## config.mk

```make
export PLATFORM = sky130hd
export DESIGN_NAME = multicycle_alu
export DESIGN_NICKNAME = d
export VERILOG_FILES = /design/src/rtl/alu_pkg.sv /design/src/rtl/alu_mul_seq.sv /design/src/rtl/multicycle_alu.sv
export SDC_FILE = /design/constraint.sdc
export NUM_CORES = 1
export LEC_CHECK = 0
export CAP_MARGIN = 0
export CORE_ASPECT_RATIO = 0.7
export CORE_MARGIN = 1
export CORE_UTILIZATION = 35
export DETAILED_ROUTE_END_ITERATION = 8
export SLEW_MARGIN = 20
export SYNTH_ARGS = -nofsm -noshare
export SYNTH_HDL_FRONTEND = slang
export SYNTH_SLANG_ARGS = --single-unit
```

## constraint.sdc

```tcl
create_clock -name clk -period 2.2 [get_ports clk]
set_clock_uncertainty 0.05 [all_clocks]
set_input_delay 0.44 -clock clk [delete_from_list [all_inputs] [get_ports clk]]
set_output_delay 0.44 -clock clk [all_outputs]
set_load 0.005 [all_outputs]
```

## src/rtl/alu_pkg.sv

```systemverilog
// Shared encodings for the multicycle ALU: opcodes, FSM states and the zero condition code.
// The multiplier opcode is only legal when the design is built with ALU_MUL_EN.
package alu_pkg;

    typedef enum logic [2:0] {
        OP_ADD  = 3'b000,
        OP_AND  = 3'b001,
        OP_NOT  = 3'b010,
        OP_PASS = 3'b011,
        OP_SHL  = 3'b100,
        OP_SRA  = 3'b101,
        OP_MUL  = 3'b110,
        OP_ILL  = 3'b111
    } op_e;

    typedef enum logic [1:0] {
        ST_IDLE = 2'b00,
        ST_EXEC = 2'b01,
        ST_DONE = 2'b10
    } state_e;

    localparam logic [2:0] NZP_ZERO = 3'b010;

endpackage

```

## src/rtl/alu_mul_seq.sv

```systemverilog
// Iterative shift-add multiplier, one multiplier bit per cycle, product truncated to WIDTH.
// Only instantiated by multicycle_alu when ALU_MUL_EN is defined.
module alu_mul_seq
    import alu_pkg::*;
#(
    parameter int WIDTH = 16
) (
    input  logic             clk,
    input  logic             rst_n,
    input  logic             start,
    input  logic [WIDTH-1:0] a,
    input  logic [WIDTH-1:0] b,
    output logic             done,
    output logic [WIDTH-1:0] product
);

    localparam int CW = $clog2(WIDTH) + 1;

    logic [WIDTH-1:0] mcand;
    logic [WIDTH-1:0] mplier;
    logic [WIDTH-1:0] acc;
    logic [WIDTH-1:0] acc_next;
    logic [CW-1:0]    count;

    // The product is taken from acc_next so the last partial sum lands in the
    // caller's result register on the same edge that finishes the final bit.
    assign acc_next = mplier[0] ? acc + mcand : acc;
    assign done     = (count == CW'(1));
    assign product  = acc_next;

    always_ff @(posedge clk or negedge rst_n) begin
        if (!rst_n) begin
            mcand  <= '0;
            mplier <= '0;
            acc    <= '0;
            count  <= '0;
        end else if (start) begin
            mcand  <= a;
            mplier <= b;
            acc    <= '0;
            count  <= CW'(WIDTH);
        end else if (count != '0) begin
            acc    <= acc_next;
            mcand  <= mcand << 1;
            mplier <= mplier >> 1;
            count  <= count - CW'(1);
        end
    end

endmodule

```

## src/rtl/multicycle_alu.sv

```systemverilog
// Valid/ready ALU: single-cycle ops go IDLE->DONE, MUL goes through EXEC for WIDTH cycles.
// Define ALU_MUL_EN to build the multiplier; otherwise op 110 reports as illegal.
module multicycle_alu
    import alu_pkg::*;
#(
    parameter int WIDTH = 16
) (
    input  logic             clk,
    input  logic             rst_n,
    input  logic             in_valid,
    output logic             in_ready,
    input  logic [2:0]       op,
    input  logic [WIDTH-1:0] a,
    input  logic [WIDTH-1:0] b,
    output logic             out_valid,
    input  logic             out_ready,
    output logic [WIDTH-1:0] out,
    output logic [2:0]       nzp,
    output logic             err
);

    localparam int SHW = $clog2(WIDTH);

    state_e                  state;
    logic                    accept;
    logic                    go_exec;
    logic                    illegal;
    logic [WIDTH-1:0]        res;
    logic signed [WIDTH-1:0] a_s;
    logic [SHW-1:0]          shamt;

    function automatic logic [2:0] nzp_of(input logic [WIDTH-1:0] v);
        if (v == '0)
            return NZP_ZERO;
        return v[WIDTH-1] ? 3'b100 : 3'b001;
    endfunction

    assign in_ready  = (state == ST_IDLE) || ((state == ST_DONE) && out_ready);
    assign accept    = in_valid && in_ready;
    assign out_valid = (state == ST_DONE);
    assign a_s       = a;
    assign shamt     = b[SHW-1:0];

    always_comb begin
        res     = '0;
        illegal = 1'b0;
        case (op)
            OP_ADD:  res = a + b;
            OP_AND:  res = a & b;
            OP_NOT:  res = ~a;
            OP_PASS: res = a;
            OP_SHL:  res = a << shamt;
            OP_SRA:  res = a_s >>> shamt;
            default: illegal = 1'b1;
        endcase
    end

`ifdef ALU_MUL_EN
    logic             mul_done;
    logic [WIDTH-1:0] mul_product;

    assign go_exec = (op == OP_MUL);

    alu_mul_seq #(.WIDTH(WIDTH)) u_mul (
        .clk     (clk),
        .rst_n   (rst_n),
        .start   (accept && go_exec),
        .a       (a),
        .b       (b),
        .done    (mul_done),
        .product (mul_product)
    );
`else
    assign go_exec = 1'b0;
`endif

    always_ff @(posedge clk or negedge rst_n) begin
        if (!rst_n) begin
            state <= ST_IDLE;
            out   <= '0;
            nzp   <= NZP_ZERO;
            err   <= 1'b0;
        end else begin
            case (state)
                ST_IDLE, ST_DONE: begin
                    if (accept) begin
                        if (go_exec) begin
                            state <= ST_EXEC;
                        end else begin
                            state <= ST_DONE;
                            out   <= res;
                            nzp   <= nzp_of(res);
                            err   <= illegal;
                        end
                    end else if ((state == ST_DONE) && out_ready) begin
                        state <= ST_IDLE;
                    end
                end
`ifdef ALU_MUL_EN
                ST_EXEC: begin
                    if (mul_done) begin
                        state <= ST_DONE;
                        out   <= mul_product;
                        nzp   <= nzp_of(mul_product);
                        err   <= 1'b0;
                    end
                end
`endif
                default: state <= ST_IDLE;
            endcase
        end
    end

endmodule

```

# ---- Yosys cells after proc, flatten, opt, wreduce, memory -nomap -nowiden
# Cells that the tools add are included.
dict set report totals {
  regBits 22
  in_bits 39
  output_inout_bits 22
  wordCells 36
}
dict set report classes {
  n_addsub 1
  eq_ne 7
  n_shift 2
  muxes 11
  n_bitwise 2
  n_reduce_logical 9
}
# cell n
set op_table {}
lappend op_table {{case mux 16 bit (6 select lines)} 1}
lappend op_table {{adder 16 bit} 1}
lappend op_table {{AND 16 bit} 1}
lappend op_table {{logical NOT 16 bit} 1}
lappend op_table {{NOT 16 bit} 1}
lappend op_table {{left shift 16 x 4 -> 16 bit} 1}
lappend op_table {{>>> shifter 16 x 4 -> 16 bit} 1}
lappend op_table {{2-to-1 mux 3 bit} 3}
lappend op_table {{== test 3 x 2 -> 1 bit, second input constant} 2}
lappend op_table {{== test 3 bit, second input constant} 2}
lappend op_table {{2-to-1 mux 2 bit} 3}
lappend op_table {{OR reduction 6 bit} 1}
lappend op_table {{2-to-1 mux 1 bit} 4}
lappend op_table {{== test 3 x 1 -> 1 bit, second input constant} 1}
lappend op_table {{logical NOT 3 bit} 1}
lappend op_table {{inequality test 3 bit, second input constant} 1}
lappend op_table {{== test 2 bit, second input constant} 1}
lappend op_table {{logical AND 1 bit} 2}
lappend op_table {{logical NOT 2 bit} 1}
lappend op_table {{AND reduction 2 bit} 1}
lappend op_table {{OR reduction 2 bit} 1}
lappend op_table {{logical OR 1 bit} 1}

# ---- Longest topological paths before layout
# Gate-level depths: netlist of run 1.
dict set report depth {
  depth_word 7
  ltp_mapped 13
  ltp_nobuf 11
}

# ---- Worst setup path after synthesis of run 1
# No wires, ideal clock.
dict set report synth_path {
  path_kind {input to register}
  startpoint {in a[0]}
  endpoint {reg nzp[0]}
  setup_ps 128
  t_arrival_ps 2682
  required_time_ps 2022
  slack_ps -660
  stages 11
  cell_sequence {ha_1 -> fa_1 -> a211oi_1 -> o21bai_1 -> mux2i_1 -> nor4_2 -> nand4_1 -> nor4_1 -> nand4_1 -> nor4_2 -> nor2_1}
}
dict set report synth_via {
  elab_chain_len 7
  word_cells_on_any_way 12
  cone_classes {1 x add/sub; 2 x shift; 6 x mux; 2 x bitwise; 1 x reduce/logical}
}
# item line_no
set synth_lines {}
lappend synth_lines {{from (decl)} multicycle_alu.sv:13} ;# input logic [WIDTH-1:0] a,
lappend synth_lines {{adder 16 bit (tied with other cells)} multicycle_alu.sv:48} ;# OP_ADD: res = a + b;
lappend synth_lines {{case mux 16 bit (6 select lines) *} multicycle_alu.sv:47} ;# case (op)
lappend synth_lines {{logical NOT 16 bit} multicycle_alu.sv:33} ;# if (v == '0)
lappend synth_lines {{2-to-1 mux 1 bit} multicycle_alu.sv:33}
lappend synth_lines {{2-to-1 mux 1 bit} multicycle_alu.sv:86} ;# if (accept) begin
lappend synth_lines {{2-to-1 mux 1 bit} multicycle_alu.sv:84} ;# case (state)
lappend synth_lines {{2-to-1 mux 3 bit *} multicycle_alu.sv:35} ;# return v[WIDTH-1] ? 3'b100 : 3'b001;
lappend synth_lines {{to (signal assigned)} multicycle_alu.sv:92} ;# nzp <= nzp_of(res);
lappend synth_lines {{to (decl)} multicycle_alu.sv:18} ;# output logic [2:0] nzp,
# Every way passes the cells marked *; elsewhere a longest branch is shown, timed or not. The select of a mux whose other input is x is not followed.
# A chain may end at the register's enable or synchronous reset.

# ---- Final worst setup path of run 1
dict set report layout_path {
  startpoint {in b[0]}
  endpoint {reg nzp[0]}
}
dict set report layout_via {
  elab_chain_len 7
  word_cells_on_any_way 11
  cone_classes {1 x add/sub; 2 x shift; 6 x mux; 1 x bitwise; 1 x reduce/logical}
}
# item line_no
set layout_lines {}
lappend layout_lines {{from (decl)} multicycle_alu.sv:14} ;# input logic [WIDTH-1:0] b,
lappend layout_lines {{adder 16 bit (tied with other cells)} multicycle_alu.sv:48}
lappend layout_lines {{case mux 16 bit (6 select lines) *} multicycle_alu.sv:47}
lappend layout_lines {{logical NOT 16 bit} multicycle_alu.sv:33}
lappend layout_lines {{2-to-1 mux 1 bit} multicycle_alu.sv:33}
lappend layout_lines {{2-to-1 mux 1 bit} multicycle_alu.sv:86}
lappend layout_lines {{2-to-1 mux 1 bit} multicycle_alu.sv:84}
lappend layout_lines {{2-to-1 mux 3 bit *} multicycle_alu.sv:35}
# Marked as above.

==> impl_results.html, run 1 <==
<table>
<tr><th>Metric</th><th>Value</th></tr>
<tr><th colspan="2">Synth</th></tr>
<tr><td>Number of unique standard cell types used by synthesis</td><td>between 60 and 70</td></tr>
<tr><td>Post-synth EDFFs</td><td>0</td></tr>
<tr><td>Mapped Avg Cell Area</td><td>8.41 um2</td></tr>
<tr><td>Async set-reset flop share out of synthesis</td><td>100%</td></tr>
<tr><td>Share of the synthesized area in the top cell type</td><td>between 10 and 15%</td></tr>
<tr><td>Post-synthesis register bit count</td><td>21</td></tr>
<tr><td>Predominant post-synthesis flop cell</td><td>sky130_fd_sc_hd__dfrtp_1</td></tr>
<tr><td>Synthesized cell area</td><td>approximately 3700 um2</td></tr>
<tr><td>Dominant cells by area after synthesis</td><td>sky130_fd_sc_hd__dfrtp_1 14%, sky130_fd_sc_hd__mux4_2 9.7%, sky130_fd_sc_hd__mux2i_1 6.8%</td></tr>
<tr><td>Synth top cells by count</td><td>37 x sky130_fd_sc_hd__nand2_1, 37 x sky130_fd_sc_hd__nor2_1, 26 x sky130_fd_sc_hd__o21ai_0</td></tr>
<tr><td>Top cell type by total area after synthesis</td><td>sky130_fd_sc_hd__dfrtp_1</td></tr>
<tr><td>Instance count of the mapped netlist</td><td>440</td></tr>
<tr><td>Share of the yosys chip area belonging to registers</td><td>between 10 and 15%</td></tr>
<tr><td>YS warnings</td><td>0</td></tr>
<tr><td>Synthesized netlist net count</td><td>between 400 and 500</td></tr>
<tr><th colspan="2">Placed design</th></tr>
<tr><td>Routability-driven placement congestion ratio</td><td>0.937</td></tr>
<tr><td>Half-perimeter wire length after detailed placement</td><td>roughly 13 mm</td></tr>
<tr><td>Number of buffer cells added on primary ports</td><td>60</td></tr>
<tr><th colspan="2">Critical path</th></tr>
<tr><td>Worst Path Class, Setup</td><td>input port to flop</td></tr>
<tr><td>Worst setup path startpoint</td><td>b[0]</td></tr>
<tr><td>Critical path startpoint category</td><td>input port</td></tr>
<tr><td>Required time of the worst setup path</td><td>around 2.3 ns</td></tr>
<tr><td>Worst setup EP type</td><td>flop</td></tr>
<tr><td>Startpoint of the worst-slack reg-to-reg timing path</td><td>state[1]</td></tr>
<tr><td>Critical path fanouts, max</td><td>4</td></tr>
<tr><td>Arrival time at the worst endpoint</td><td>about 2.9 ns</td></tr>
<tr><th colspan="2">Route</th></tr>
<tr><td>First-pass iteration count of the detailed router</td><td>7</td></tr>
<tr><td>Number of DRC markers in iteration 0</td><td>approximately 400</td></tr>
<tr><td>Detailed-route DRC error count</td><td>2</td></tr>
<tr><td>Aggregate routed wire length</td><td>about 18 mm</td></tr>
<tr><td>Detailed-route via count</td><td>between 4000 and 5000</td></tr>
<tr><td>Number of antenna-violating nets in the routed design</td><td>0</td></tr>
<tr><td>Wire length per cell</td><td>roughly 22 um</td></tr>
<tr><td>Via-per-instance ratio</td><td>~5.9</td></tr>
<tr><th colspan="2">Finish</th></tr>
<tr><td>FILL cells</td><td>between 700 and 800</td></tr>
<tr><td>Layout Utilization</td><td>roughly two thirds</td></tr>
<tr><td>Final-stage net count</td><td>747</td></tr>
<tr><td>Area growth, synth to finish</td><td>84.8%</td></tr>
<tr><td>Share of layout cells above drive strength 1</td><td>between 50% and 60%</td></tr>
<tr><td>Antenna cells</td><td>0</td></tr>
<tr><th colspan="2">Run status</th></tr>
<tr><td>Run status</td><td>complete, but fails checks</td></tr>
<tr><td>Failing checks</td><td>design-rule violations, negative setup slack</td></tr>
<tr><th colspan="2">Min path</th></tr>
<tr><td>Hold Path Origin</td><td>out[1]</td></tr>
<tr><td>Path type of the worst min-delay path</td><td>flop to flop</td></tr>
<tr><th colspan="2">Pwr</th></tr>
<tr><td>Leakage component of the power</td><td>about 0.0030 uW</td></tr>
<tr><td>Maximum VDD drop</td><td>between 0.2 and 0.3 mV</td></tr>
<tr><td>Overall power consumption</td><td>between 2000 and 3000 uW</td></tr>
<tr><td>Total power density per cell area</td><td>387 nW/um2</td></tr>
<tr><th colspan="2">Global routing</th></tr>
<tr><td>Global route overflow</td><td>0</td></tr>
<tr><td>Met3 Use GR</td><td>roughly 6.5%</td></tr>
<tr><td>GR Layer Usage met1</td><td>between 40% and 50%</td></tr>
<tr><td>Global-route usage over all layers</td><td>32.1%</td></tr>
<tr><td>Via count of the first global-routing pass</td><td>~4700</td></tr>
<tr><td>Initial antenna violation count</td><td>0</td></tr>
<tr><td>Grt met2 use</td><td>about half</td></tr>
<tr><td>Routing layer with the top usage in global route</td><td>met2</td></tr>
<tr><td>Maximum number of pins on one net before global-route repair</td><td>22</td></tr>
<tr><td>Wire length of the first global-routing pass</td><td>about 27 mm</td></tr>
<tr><th colspan="2">Timing</th></tr>
<tr><td>Setup violation total in the final timing report</td><td>15</td></tr>
<tr><td>Final-report hold violation count</td><td>0</td></tr>
<tr><td>Aggregate negative setup slack</td><td>-4.32 ns</td></tr>
<tr><td>Setup repair after global routing missed its margin</td><td>true</td></tr>
<tr><td>Crit path time final</td><td>~2.8 ns</td></tr>
<tr><td>Highest clock rate</td><td>353 MHz</td></tr>
<tr><td>Final count of pins violating max slew</td><td>0</td></tr>
<tr><td>Slew at the pin closest to its max-slew limit</td><td>0.557 ns</td></tr>
<tr><td>Share of the clock period used by the worst path</td><td>129%</td></tr>
<tr><td>Setup ws final</td><td>-0.631 ns</td></tr>
<tr><td>Tightest slew margin relative to the limit</td><td>between 60% and 70%</td></tr>
<tr><th colspan="2">Floorplanning</th></tr>
<tr><td>Floorplan core area</td><td>9980 um2</td></tr>
<tr><td>DIE WIDTH</td><td>between 100 and 150 um</td></tr>
<tr><td>Number of top-level pins</td><td>between 60 and 70</td></tr>
<tr><td>Die ar.</td><td>between 10000 and 15000 um2</td></tr>
<tr><td>Vertical die dimension</td><td>88.0 um</td></tr>
<tr><td>FP Rows</td><td>30</td></tr>
<tr><td>Starting Density</td><td>37.1%</td></tr>
<tr><th colspan="2">Clock tree</th></tr>
<tr><td>Clock-pin transition on the worst setup and hold timing paths</td><td>~0.060 ns</td></tr>
<tr><td>Insertion delay of the later-clocked pin in the worst-skew pair</td><td>0.26 ns</td></tr>
<tr><td>CTS H-tree lvls</td><td>1</td></tr>
<tr><td>Clock tree from TritonCTS</td><td>built</td></tr>
<tr><td>Cts hold-fix bufs</td><td>0</td></tr>
<tr><td>Clock buffers created by TritonCTS</td><td>3</td></tr>
<tr><td>Longest Clk Path Bufs</td><td>2</td></tr>
<tr><td>Clk sink count</td><td>21</td></tr>
<tr><td>Root buffer cell</td><td>sky130_fd_sc_hd__clkbuf_16</td></tr>
<tr><th colspan="2">Job</th></tr>
<tr><td>Number of maximum-capacitance constraint violations</td><td>0</td></tr>
</table>
## per-stage QoR
stage / setup WS, ns / cells / hold slack, ns / cell area, um2
2_1_floorplan: -0.368 / 440 / 0.0944 / 3800
3_3_place_gp: -1.29 / 771 / 0.411 / 5680
3_5_place_dp: -1.35 / 771 / 0.423 / 5680
4_1_cts: -0.726 / 809 / 0.435 / 6570
5_1_grt: -0.696 / 817 / 0.455 / 6840
6_report: -0.631 / 817 / 0.432 / 6840
## cell families (layout without fill, tap and decap cells)
group / after synthesis / in the layout / share of synthesized area [%]
buffers and inverters: 40 / 289 / 5.21
and+or+nand+nor: 141 / 141 / 19.7
muxes: 62 / 62 / 23.9
xor gates and xnor gates: 22 / 22 / 5.21
AOI/OAI and AO/OA: 136 / 136 / 25.5
adders and majority gates: 18 / 18 / 6.29
DFF: 21 / 21 / 14.2
## registers in the layout, summed over array words and instances (netlist names)
register,count
out,16
nzp,3
state,1
err,1
## critical path, stage by stage
cell and delay (ns):
sky130_fd_sc_hd__buf_12 0.09, sky130_fd_sc_hd__buf_4 0.15, sky130_fd_sc_hd__mux4_2 0.54, sky130_fd_sc_hd__a22oi_1 0.19, sky130_fd_sc_hd__nor2_1 0.07, sky130_fd_sc_hd__or4_4 0.54
sky130_fd_sc_hd__a211o_1 0.30, sky130_fd_sc_hd__nor2_1 0.12, sky130_fd_sc_hd__nand4_1 0.18, sky130_fd_sc_hd__nor4_4 0.22, sky130_fd_sc_hd__nor2_1 0.07
## layer usage
metal / vias up / wire length, um / share of wire (%)
li1: 2209 / - / -
met1: 2395 / 8420 / 47
met2: 223 / 7820 / 44
met3: 16 / 1440 / 8.1
met4: 0 / 161 / 0.90
met5: - / 0 / 0
## path summary, 6_finish.rpt
path	to	slack (ns)	cells past startpoint
setup / recovery	nzp[0]	-0.63	11
hold / removal	out[1]	0.43	2
setup reg to reg	nzp[0]	0.62	7
hold reg to reg	out[1]	0.43	2
max in group asynchronous	nzp[1]	1.35	2
min in group asynchronous	out[4]	0.47	2
## placed cells by master (no fill, tap or decap), drive strengths merged, types with 16 or more instances in the layout
| master | n |
|---|---|
| buf | 230 |
| nand2 | 37 |
| nor2 | 37 |
| o21ai | 28 |
| clkdlybuf4s50 | 27 |
| mux2i | 27 |
| dfrtp | 20 |
| a21oi | 20 |
| xnor2 | 19 |
| mux2 | 19 |
| ha | 17 |
| mux4 | 16 |
## power breakdown
group	total, uW	switching [uW]	internal [uW]
sequential	471	30.8	441
clock	396	148	248
combinational	1780	823	959
## area by class of cell
type	count	area (um2)	area share, %
clock buffer	4	78.8	1.15
inverter	8	30.0	0.439
multi-input combinational	379	3680	53.9
sequential	21	527	7.70
tap	128	160	2.34
timing repair buffer	277	2360	34.5
## timing repair
action	in CTS	in global routing
setup endpoints to repair	19	19
pin swaps	40	51
buffers inserted	33	12
gates resized for setup	181	67
cloned	1	0
(Power assumes the default switching activity.)
==> run 2: changes to the inputs <==
SLEW_MARGIN = default   (was 20)
==> results of run 2 <==
Final layout, timing and power as in run 1 (identical DEF).
==> run 3: changes to the inputs <==
--- a/config.mk
+++ b/config.mk
@@ -8,3 +8,3 @@
 export CAP_MARGIN = 0
-export CORE_ASPECT_RATIO = 0.7
+export CORE_ASPECT_RATIO = 1.1
 export CORE_MARGIN = 1
@@ -12,2 +12,3 @@
 export DETAILED_ROUTE_END_ITERATION = 8
+export SKIP_LAST_GASP = 1
 export SYNTH_ARGS = -nofsm -noshare
--- a/constraint.sdc
+++ b/constraint.sdc
@@ -4,2 +4,2 @@
 set_output_delay 0.44 -clock clk [all_outputs]
-set_load 0.005 [all_outputs]
+set_load 0.05 [all_outputs]
==> impl_results.html, run 3 (same netlist as run 1, synthesis figures left out) <==
<table>
<tr><th>Metric</th><th>Value</th></tr>
<tr><th colspan="2">Clock tree</th></tr>
<tr><td>Longest Clk Path Bufs</td><td>2 (unchanged)</td></tr>
<tr><td>Clock tree from TritonCTS</td><td>built</td></tr>
<tr><td>CTS H-tree lvls</td><td>1 (unchanged)</td></tr>
<tr><td>Root buffer cell</td><td>sky130_fd_sc_hd__clkbuf_16</td></tr>
<tr><td>Insertion delay of the later-clocked pin in the worst-skew pair</td><td>0.25 ns (about the same)</td></tr>
<tr><td>Clock buffers created by TritonCTS</td><td>3 (unchanged)</td></tr>
<tr><td>Clock-pin transition on the worst setup and hold timing paths</td><td>0.06 ns (about the same)</td></tr>
<tr><td>Clk sink count</td><td>21 (unchanged)</td></tr>
<tr><th colspan="2">Placed design</th></tr>
<tr><td>Number of buffer cells added on primary ports</td><td>60 (unchanged)</td></tr>
<tr><td>Routability-driven placement congestion ratio</td><td>0.969 (+3.4%)</td></tr>
<tr><td>Setup Slack @ Placement</td><td>-1.31 ns (+0.0408 ns)</td></tr>
<tr><td>Half-perimeter wire length after detailed placement</td><td>13.1 mm (-1.3%)</td></tr>
<tr><th colspan="2">Route</th></tr>
<tr><td>Detailed-route via count</td><td>4793 (-1.0%)</td></tr>
<tr><td>Wire length per cell</td><td>20.7 um (-5.1%)</td></tr>
<tr><td>Aggregate routed wire length</td><td>17.3 mm (-3.0%)</td></tr>
<tr><td>Number of DRC markers in iteration 0</td><td>249 (-38%)</td></tr>
<tr><td>Via-per-instance ratio</td><td>5.74 (-3.2%)</td></tr>
<tr><td>Number of antenna-violating nets in the routed design</td><td>0 (unchanged)</td></tr>
<tr><td>Detailed-route DRC error count</td><td>2 (unchanged)</td></tr>
<tr><td>First-pass iteration count of the detailed router</td><td>8 (+1)</td></tr>
<tr><th colspan="2">Timing</th></tr>
<tr><td>Setup repair after global routing missed its margin</td><td>true</td></tr>
<tr><td>Final count of pins violating max slew</td><td>0 (unchanged)</td></tr>
<tr><td>Slew at the pin closest to its max-slew limit</td><td>0.529 ns (-0.0281 ns)</td></tr>
<tr><td>Setup ws final</td><td>-0.545 ns (+0.0866 ns)</td></tr>
<tr><td>Highest clock rate</td><td>364 MHz (+3.2%)</td></tr>
<tr><td>Setup violation total in the final timing report</td><td>15 (unchanged)</td></tr>
<tr><td>Share of the clock period used by the worst path</td><td>125% (-3.9 points)</td></tr>
<tr><td>Tightest slew margin relative to the limit</td><td>64.3% (+1.5 points)</td></tr>
<tr><td>Crit path time final</td><td>2.74 ns (-0.0866 ns)</td></tr>
<tr><td>Final-report hold violation count</td><td>0 (unchanged)</td></tr>
<tr><th colspan="2">Global routing</th></tr>
<tr><td>Global-route usage over all layers</td><td>31.0% (-1.2 points)</td></tr>
<tr><td>Via count of the first global-routing pass</td><td>4763 (+1.8%)</td></tr>
<tr><td>Wire length of the first global-routing pass</td><td>25.9 mm (-3.7%)</td></tr>
<tr><td>Initial antenna violation count</td><td>0 (unchanged)</td></tr>
<tr><td>Maximum number of pins on one net before global-route repair</td><td>22 (unchanged)</td></tr>
<tr><td>Global route overflow</td><td>0 (unchanged)</td></tr>
<tr><th colspan="2">Critical path</th></tr>
<tr><td>Arrival time at the worst endpoint</td><td>2.89 ns (-0.04 ns)</td></tr>
<tr><td>Worst setup EP type</td><td>flop</td></tr>
<tr><td>Peak per-stage delay on the critical path</td><td>0.39 ns (-0.15 ns)</td></tr>
<tr><td>Required time of the worst setup path</td><td>2.34 ns (+0.04 ns)</td></tr>
<tr><td>Critical path startpoint category</td><td>input port</td></tr>
<tr><td>Critical path fanouts, max</td><td>7 (+3)</td></tr>
<tr><td>Combined buffer and inverter count along the critical path</td><td>1 (-1)</td></tr>
<tr><td>Critical-path cell list</td><td>buf_12 -&gt; ha_4 -&gt; fa_2 -&gt; xor2_1 -&gt; o211ai_1 -&gt; a21oi_2 -&gt; nor4_4 -&gt; nand4_1 -&gt; nor4_2 -&gt; nand4_1 -&gt; nor4_4 -&gt; a21o_1</td></tr>
<tr><td>Gate family responsible for the most delay along the worst path</td><td>simple AND/OR/NAND/NOR gates</td></tr>
<tr><td>Worst Path Class, Setup</td><td>input port to flop</td></tr>
<tr><td>Cell with the largest stage delay on the worst path</td><td>sky130_fd_sc_hd__fa_2</td></tr>
<tr><th colspan="2">Pwr</th></tr>
<tr><td>Sw Pwr</td><td>1160 uW (+15%)</td></tr>
<tr><td>Overall power consumption</td><td>2790 uW (+5.4%)</td></tr>
<tr><td>Fraction of power consumed by sequential logic</td><td>16.8% (-1.0 points)</td></tr>
<tr><td>Design internal power</td><td>1640 uW (-0.63%)</td></tr>
<tr><td>Switching share of total power</td><td>41.4% (+3.6 points)</td></tr>
<tr><td>Maximum VDD drop</td><td>0.398 mV (+43%)</td></tr>
<tr><td>Combinational Power Share</td><td>69.6% (+2.3 points)</td></tr>
<tr><td>Leakage component of the power</td><td>0.00298 uW (+0.80%)</td></tr>
<tr><td>Clk network pwr share</td><td>13.6% (-1.3 points)</td></tr>
<tr><td>Total power density per cell area</td><td>400 nW/um2 (+3.2%)</td></tr>
<tr><th colspan="2">Finish</th></tr>
<tr><td>Commonest non-fill, non-tap cells in the layout</td><td>181 x sky130_fd_sc_hd__buf_4, 36 x sky130_fd_sc_hd__buf_6, 32 x sky130_fd_sc_hd__nand2_1, 32 x sky130_fd_sc_hd__nor2_1, 27 x sky130_fd_sc_hd__clkdlybuf4s50_1</td></tr>
<tr><td>Share of layout cells above drive strength 1</td><td>54.6% (+1.9 points)</td></tr>
<tr><td>Max reg flops</td><td>16 (unchanged)</td></tr>
<tr><td>Area growth, synth to finish</td><td>88.8%</td></tr>
<tr><td>Final-stage net count</td><td>750 (+0.40%)</td></tr>
<tr><td>Leading cell type in the layout, fill and taps excluded</td><td>sky130_fd_sc_hd__buf_4</td></tr>
<tr><td>Antenna cells</td><td>0 (unchanged)</td></tr>
<tr><td>Register bank with the most flops</td><td>out</td></tr>
<tr><td>Registers with the most flip-flops</td><td>out: 16 flops, nzp: 3 flops</td></tr>
<tr><th colspan="2">Min path</th></tr>
<tr><td>Path type of the worst min-delay path</td><td>flop to flop</td></tr>
<tr><th colspan="2">Run status</th></tr>
<tr><td>Failing checks</td><td>design-rule violations, negative setup slack</td></tr>
<tr><td>Run status</td><td>complete, but fails checks</td></tr>
<tr><th colspan="2">Floorplanning</th></tr>
<tr><td>FP Rows</td><td>39 (+30%)</td></tr>
<tr><td>DIE WIDTH</td><td>100 um (-20%)</td></tr>
<tr><td>Die ar.</td><td>11000 um2 (about the same)</td></tr>
<tr><td>Number of top-level pins</td><td>61 (unchanged)</td></tr>
<tr><td>Starting Density</td><td>35.8% (-1.3 points)</td></tr>
<tr><td>Vertical die dimension</td><td>110 um (+25%)</td></tr>
<tr><td>Floorplan core area</td><td>10300 um2 (+3.6%)</td></tr>
<tr><th colspan="2">Job</th></tr>
<tr><td>Number of maximum-capacitance constraint violations</td><td>0 (unchanged)</td></tr>
</table>
run 3: worst min-delay path, delay by kind of cell, from the launching register on:
kind | cells | cell delay, ns
AND/OR/NAND/NOR | 2 | 0.10
flip-flops | 1 | 0.33
run 3: worst paths after layout:
path / from / endpoint / slack, ns / cells past startpoint
min in group asynchronous: rst_n / nzp[0] / 0.43 / 1
max reg2reg: state[1] / nzp[1] / 0.66 / 7
min: out[15] / out[15] / 0.42 / 2
min reg2reg: out[15] / out[15] / 0.42 / 2
max: b[0] / nzp[1] / -0.54 / 12
max in group asynchronous: rst_n / out[9] / 1.15 / 2
run 3: through the flow:
stage | instances | TNS, ns | instance area (um2) | utilization, % | hold WS, ns
finish | 835 | -3.60 | 6990 | 67.5 | 0.420
detailed placement | 789 | -15.39 | 5730 | 55.4 | 0.412
floorplan | 440 | -1.10 | 3800 | - | 0.0944
global placement | 789 | -15.03 | 5730 | 55.4 | 0.409
CTS | 826 | -3.99 | 6700 | 64.8 | 0.426
global route | 835 | -4.84 | 6990 | 67.5 | 0.456
run 3: layer usage:
| layer | up-vias | global-route usage (%) | part of all wire, % |
|---|---|---|---|
| li1 | 2210 | - | - |
| met1 | 2312 | 36.8 | 40 |
| met2 | 213 | 54.2 | 49 |
| met3 | 58 | 3.69 | 5.4 |
| met4 | 0 | 17.5 | 5.8 |
| met5 | - | 0 | 0 |
run 3: cell type report:
type                            count  area (um2)
Clock inverter                      1        5.00
Clock buffer                        3        75.1
Sequential cell                    21         527
Inverter                            8        30.0
Tap cell                          143         179
Timing Repair Buffer              280        2450
Multi-Input combinational cell    379        3720
Fill cell                         820        3360
run 3: repair_timing:
item	in CTS	in global routing
endpoints found under the setup margin	19	17
buffers inserted	37	18
pin swaps	65	59
resized for setup	216	67
hold buffers	0	0
run 3: power by group through the flow:
stage | logic [uW] | registers (uW) | clock network, uW
global route | 2050 | 476 | 404
CTS | 1810 | 470 | 386
finish | 1940 | 469 | 381
global placement | 1520 | 474 | 0
floorplan | 636 | 666 | 0
detailed placement | 1540 | 476 | 0
